`src/rtl/instr_mem_loader_if.sv`:
```
// Byte-stream, control and memory write-port signals of the instruction memory loader.
// The master side is the host/byte source; the slave side is the loader itself.
interface instr_mem_loader_if #(
    parameter int DATA_LENGTH = 32,
    parameter int MEM_LENGTH  = 32
);
    localparam int AW = $clog2(MEM_LENGTH);

    logic                   start;
    logic [AW:0]            word_count;
    logic [7:0]             byte_in;
    logic                   byte_valid;
    logic                   byte_ready;
    logic                   mem_we;
    logic [AW-1:0]          mem_addr;
    logic [DATA_LENGTH-1:0] mem_wdata;
    logic                   busy;
    logic                   done;
    logic                   cpu_hold;

    modport master (
        output start, word_count, byte_in, byte_valid,
        input  byte_ready, mem_we, mem_addr, mem_wdata, busy, done, cpu_hold
    );

    modport slave (
        input  start, word_count, byte_in, byte_valid,
        output byte_ready, mem_we, mem_addr, mem_wdata, busy, done, cpu_hold
    );
endinterface

```
`src/rtl/instr_mem_loader.sv`:
```
// Assembles a little-endian byte stream into words and writes them to consecutive
// instruction-memory addresses from 0, holding the core in reset while loading.
//
// state | meaning
// IDLE  | waiting for start; core released
// LOAD  | accepting bytes of the current word
// WRITE | one-cycle write of the assembled word
// DONE  | one-cycle completion pulse
module instr_mem_loader #(
    parameter int DATA_LENGTH = 32,
    parameter int MEM_LENGTH  = 32
) (
    input logic               clk,
    input logic               rst,
    instr_mem_loader_if.slave bus
);
    localparam int BYTES = DATA_LENGTH / 8;
    localparam int AW    = $clog2(MEM_LENGTH);
    localparam int BCW   = (BYTES > 1) ? $clog2(BYTES) : 1;
    localparam logic [AW:0]    MEM_WORDS = (AW + 1)'(MEM_LENGTH);
    localparam logic [BCW-1:0] LAST_BYTE = BCW'(BYTES - 1);

    typedef enum logic [1:0] {IDLE, LOAD, WRITE, DONE} state_t;

    state_t                 state;
    state_t                 state_nxt;
    logic [AW:0]            words_left;
    logic [AW-1:0]          addr_q;
    logic [BCW-1:0]         byte_cnt;
    logic [DATA_LENGTH-1:0] word_q;
    logic                   accept;

    // byte_ready is exactly (state == LOAD), so the handshake reduces to this
    assign accept = (state == LOAD) && bus.byte_valid;

    always_comb begin
        state_nxt      = state;
        bus.byte_ready = 1'b0;
        bus.mem_we     = 1'b0;
        bus.busy       = 1'b0;
        bus.done       = 1'b0;
        bus.cpu_hold   = 1'b0;
        bus.mem_addr   = addr_q;
        bus.mem_wdata  = word_q;
        case (state)
            IDLE: begin
                if (bus.start) begin
                    state_nxt = (bus.word_count == '0) ? DONE : LOAD;
                end
            end
            LOAD: begin
                bus.byte_ready = 1'b1;
                bus.busy       = 1'b1;
                bus.cpu_hold   = 1'b1;
                if (accept && (byte_cnt == LAST_BYTE)) begin
                    state_nxt = WRITE;
                end
            end
            WRITE: begin
                bus.mem_we   = 1'b1;
                bus.busy     = 1'b1;
                bus.cpu_hold = 1'b1;
                state_nxt    = (words_left == (AW + 1)'(1)) ? DONE : LOAD;
            end
            DONE: begin
                bus.done  = 1'b1;
                state_nxt = IDLE;
            end
            default: state_nxt = IDLE;
        endcase
    end

    always_ff @(posedge clk) begin
        if (rst) begin
            state      <= IDLE;
            words_left <= '0;
            addr_q     <= '0;
            byte_cnt   <= '0;
            word_q     <= '0;
        end else begin
            state <= state_nxt;
            case (state)
                IDLE: begin
                    if (bus.start && (bus.word_count != '0)) begin
                        // clamp keeps the address range inside the memory
                        words_left <= (bus.word_count > MEM_WORDS) ? MEM_WORDS : bus.word_count;
                        addr_q     <= '0;
                        byte_cnt   <= '0;
                        word_q     <= '0;
                    end
                end
                LOAD: begin
                    if (accept) begin
                        for (int i = 0; i < BYTES; i++) begin
                            if (byte_cnt == BCW'(i)) begin
                                word_q[8*i +: 8] <= bus.byte_in;
                            end
                        end
                        byte_cnt <= (byte_cnt == LAST_BYTE) ? '0 : byte_cnt + BCW'(1);
                    end
                end
                WRITE: begin
                    words_left <= words_left - (AW + 1)'(1);
                    if (words_left != (AW + 1)'(1)) begin
                        addr_q <= addr_q + AW'(1);
                    end
                end
                default: ;
            endcase
        end
    end
endmodule

```
`src/flat_wrapper.sv`:
```
// flat-port wrapper written by rule: the top's interface ports become plain ports
module instr_mem_loader_flat 
#(
    parameter int DATA_LENGTH = 32,
    parameter int MEM_LENGTH  = 32
)
  (clk, rst, bus_start, bus_word_count, bus_byte_in, bus_byte_valid, bus_byte_ready, bus_mem_we, bus_mem_addr, bus_mem_wdata, bus_busy, bus_done, bus_cpu_hold);
  instr_mem_loader_if #(.DATA_LENGTH(DATA_LENGTH), .MEM_LENGTH(MEM_LENGTH)) bus_i ();
  input logic clk;
  input logic rst;
  input wire logic [$bits(bus_i.start)-1:0] bus_start;
  input wire logic [$bits(bus_i.word_count)-1:0] bus_word_count;
  input wire logic [$bits(bus_i.byte_in)-1:0] bus_byte_in;
  input wire logic [$bits(bus_i.byte_valid)-1:0] bus_byte_valid;
  output wire logic [$bits(bus_i.byte_ready)-1:0] bus_byte_ready;
  output wire logic [$bits(bus_i.mem_we)-1:0] bus_mem_we;
  output wire logic [$bits(bus_i.mem_addr)-1:0] bus_mem_addr;
  output wire logic [$bits(bus_i.mem_wdata)-1:0] bus_mem_wdata;
  output wire logic [$bits(bus_i.busy)-1:0] bus_busy;
  output wire logic [$bits(bus_i.done)-1:0] bus_done;
  output wire logic [$bits(bus_i.cpu_hold)-1:0] bus_cpu_hold;
  assign bus_i.start = bus_start;
  assign bus_i.word_count = bus_word_count;
  assign bus_i.byte_in = bus_byte_in;
  assign bus_i.byte_valid = bus_byte_valid;
  assign bus_byte_ready = bus_i.byte_ready;
  assign bus_mem_we = bus_i.mem_we;
  assign bus_mem_addr = bus_i.mem_addr;
  assign bus_mem_wdata = bus_i.mem_wdata;
  assign bus_busy = bus_i.busy;
  assign bus_done = bus_i.done;
  assign bus_cpu_hold = bus_i.cpu_hold;
  instr_mem_loader #(.DATA_LENGTH(DATA_LENGTH), .MEM_LENGTH(MEM_LENGTH)) u_core (.clk(clk), .rst(rst), .bus(bus_i));
endmodule
```
`config.mk`:
```
export PLATFORM = sky130hd
export DESIGN_NAME = instr_mem_loader_flat
export DESIGN_NICKNAME = d
export VERILOG_FILES = /design/src/rtl/instr_mem_loader_if.sv /design/src/rtl/instr_mem_loader.sv /design/src/flat_wrapper.sv
export SDC_FILE = /design/constraint.sdc
export NUM_CORES = 1
export LEC_CHECK = 0
export ABC_AREA = 1
export BUFFER_PORTS_ARGS = -buffer_cell sky130_fd_sc_hd__buf_2
export CAP_MARGIN = 25
export CORE_ASPECT_RATIO = 0.8
export CORE_UTILIZATION = 48
export CTS_BUF_LIST = sky130_fd_sc_hd__clkbuf_8 sky130_fd_sc_hd__clkbuf_16
export DETAILED_ROUTE_END_ITERATION = 8
export PLACE_DENSITY = 0.84
export SLEW_MARGIN = 40
export SYNTH_ARGS = -nofsm -noshare
export SYNTH_HDL_FRONTEND = slang
export SYNTH_SLANG_ARGS = --single-unit
```
`constraint.sdc`:
```
create_clock -name clk -period 1.5 [get_ports clk]
set_input_delay 0.3 -clock clk [delete_from_list [all_inputs] [get_ports clk]]
set_output_delay 0.3 -clock clk [all_outputs]
set_load 0.02 [all_outputs]
```
==> run_results.csv <==
group,metric,value,unit
outcome,status,"complete, but fails checks",
outcome,violations,"setup timing",
detailed_routing,route.detailed.drc,0,
global_route,grt.overflow.total,0,
final_layout,fillers,401,
flow_run,maxCapViolations,0,
synthesis,avgSynthCellArea,6.557,um^2
timing,rsz0062_at_grt,"yes",
timing,relSlewSlack,82.01,%
power_and_ir_drop,p_clk_share,11.5,%
timing,drv_slew,0,
global_route,grt_use_total,24.70,%
worst_setup_path,end_kind,"primary output",
placement,place_ws,-0.1108,ns
worst_setup_path,crit_required,1.20,ns
global_route,grt_pass1_vias,2294,
clock_tree,root_buffer,"clkbuf_8",
synthesis,syn_inst,374,
final_layout,layout-drive-gt1-share,25.72,%
power_and_ir_drop,comb_power_share,62.4,%
power_and_ir_drop,vdd_drop_max,1.400,mV
global_route,grt_max_degree,35,
placement,gp_congestion,0.9203,
power_and_ir_drop,p_seq_share,26.1,%
clock_tree,cts_buffers,5,
detailed_routing,viasPerCell,5.141,
final_layout,register_area,948.4,um^2
synthesis,yosysTopAreaCell,"dfxtp_1",
detailed_routing,drt-initial-drc-count,239,
floorplan,core_area,4735,um^2
detailed_routing,ant_nets,0,
placement,port_buffers,59,
timing,worst_slack,-0.005472,ns
final_layout,final_cells,511,
final_layout,fin_nets,480,
synthesis,ys.warnings.count,0,
worst_setup_path,start_kind,"flop",
floorplan,initial_core_util,51.80,%
final_layout,fin_area,3267,um^2
global_route,grt_antenna_before_repair,0,
power_and_ir_drop,internal_power,4.476,mW
placement,hpwl,4462,um
clock_tree,path_clk_slew,0.09,ns
synthesis,syn_nets,404,
synthesis,synth_seq_cells,47,
final_layout,antenna_cells,0,
clock_tree,cts_num_sinks,47,
timing,timing.setup.tns,-0.005472,ns
timing,fin_crit,1.505,ns
detailed_routing,finalWirelength,6568,um
synthesis,ys_types,26,
power_and_ir_drop,switching_share,48.00,%
timing,finalHoldViolCount,0,
clock_tree,h-tree-depth,2,
clock_tree,clock_path_buffers,2,
hold_path,hold_path.class,"input port to flop",
worst_setup_path,path_max_fanout,3,
final_layout,multiInputGateArea,1414,um^2
floorplan,die_area,5401,um^2
timing,tightest_slew,0.2680,ns
detailed_routing,first_pass_iters,4,
placement,place_area,2969,um^2
synthesis,synth_area_leaders,"dfxtp_1 (38%), nand2_1 (14%), nor2_1 (12%)",
synthesis,ys_seq_area_share,38.37,%
timing,setup_viol,1,
timing,fin_worst_skew,0.007097,ns
power_and_ir_drop,powerDensity,2635,nW/um^2
global_route,grt_pass1_wl,10320,um
clock_tree,insertion_delay,0.30,ns
clock_tree,cts_tree,"built",
floorplan,chipHeight,65.93,um
timing,timing.fmax,664.2,MHz
floorplan,die_x,81.92,um
synthesis,syn_area,2452,um^2
synthesis,synth_top_area_share,38.37,%
floorplan,io-pin-count,60,
timing,fin_crit_sh,100.4,%
worst_setup_path,arrival,1.21,ns
detailed_routing,vias,2627,
power_and_ir_drop,p_sw,4.131,mW
detailed_routing,wire_per_inst,12.85,um
final_layout,area_growth,33.21,%
worst_setup_path,worst-setup-path-type,"flop to primary output",
placement,place_inst,496,
power_and_ir_drop,cellLeakagePower,1.686,nW
floorplan,rows,22,
timing,worst_hold_slack,0.2531,ns
==> per-layer routing <==
layer | GRT usage (%) | up-vias | share of wire (%)
li1 | - | 1345 | -
met1 | 33.70 | 1196 | 47
met2 | 39.05 | 82 | 47
met3 | 5.517 | 4 | 6.0
met4 | 6.360 | 0 | 0.58
met5 | 0 | - | 0
==> path summary, 6_finish.rpt <==
| kind | start | end | slack (ns) | depth (start not counted) |
|---|---|---|---|---|
| hold reg to reg | u_core.bus.mem_wdata[3]$_SDFFE_PP0P_ | u_core.bus.mem_wdata[3]$_SDFFE_PP0P_ | 0.49 | 2 |
| setup reg to reg | u_core.state[1]$_SDFFE_PP0P_ | u_core.bus.mem_wdata[10]$_SDFFE_PP0P_ | 0.02 | 9 |
| hold / removal | rst | u_core.bus.mem_addr[2]$_SDFFE_PP0P_ | 0.25 | 2 |
| setup / recovery | u_core.state[1]$_SDFFE_PP0P_ | bus_mem_we | -0.005 | 4 |
==> state kept, by name (all words and copies together) (netlist names) <==
register,cells
u_core.bus.mem_wdata,32
u_core.words_left,6
u_core.bus.mem_addr,5
u_core.byte_cnt,2
u_core.state,2
==> cells by family after synthesis <==
family                     after synthesis  synth area share, %
adders and majority gates               12                6.122
DFF                                     47                38.37
and+or+nand+nor                        215                36.02
AOI/OAI and AO/OA                       47                10.26
buffers and inverters                   51                8.520
xor gates and xnor gates                 2               0.7144
==> layout make-up <==
type                            instances  area share (%)
Sequential cell                        47           29.03
Timing Repair Buffer                   84           17.35
Multi-Input combinational cell        277           43.28
Tap cell                               60           2.298
Clock buffer                            6           2.528
Inverter                               35           4.328
Clock inverter                          2           1.187
==> worst max-delay path, stage by stage, from the launching register on <==
cell	delay, ns
dfxtp_4	0.37
buf_6	0.12
ha_4	0.16
buf_4	0.13
buf_6	0.12
==> per-stage QoR <==
step           util [%]  power, mW
6_report          69.00      8.607
4_1_cts           66.86      8.283
2_1_floorplan         -      5.594
3_3_place_gp      62.71      6.919
5_1_grt           69.00      9.334
3_5_place_dp      62.71      7.059
==> cells in the mapped netlist (all sizes together) <==
master   n
nand4    7
buf     11
ha      12
xnor2    1
nand2   95
a21oi   30
dfxtp   47
inv     34
clkbuf   5
clkinv   1
o31a     1
a21boi   1
nor2    76
xor2     1
o21bai   1
nand3   35
o21ai   14
nor3b    1
or2      1
==> repair_timing <==
action	in CTS	in global routing
gates cloned	0	1
setup buffers	2	4
hold endpoints to repair	0	0
endpoints found under the setup margin	40	49
hold buffers	0	0
pin swaps	1	15
resized for setup	15	21
==> power groups by stage <==
stage	combinational [mW]	clock, mW	sequential, mW
floorplan	2.84	0	2.76
global placement	4.71	0	2.21
detailed placement	4.84	0	2.22
CTS	5.06	1.00	2.22
global route	5.95	1.07	2.32
finish	5.37	0.988	2.25
==> placed cells by master (no fill, tap or decap), drive strengths merged <==
| cell | count |
|---|---|
| a21oi | 30 |
| or2 | 1 |
| o31a | 1 |
| nand2 | 95 |
| dfxtp | 47 |
| inv | 35 |
| ha | 12 |
| a21boi | 1 |
| xnor2 | 1 |
| bufinv | 1 |
| buf | 84 |
| nor3b | 1 |
| clkbuf | 6 |
| clkinv | 1 |
| nand3 | 35 |
| o21ai | 14 |
| xor2 | 1 |
| nor2 | 76 |
| nand4 | 8 |
| o21bai | 1 |
(Power assumes the default switching activity.)
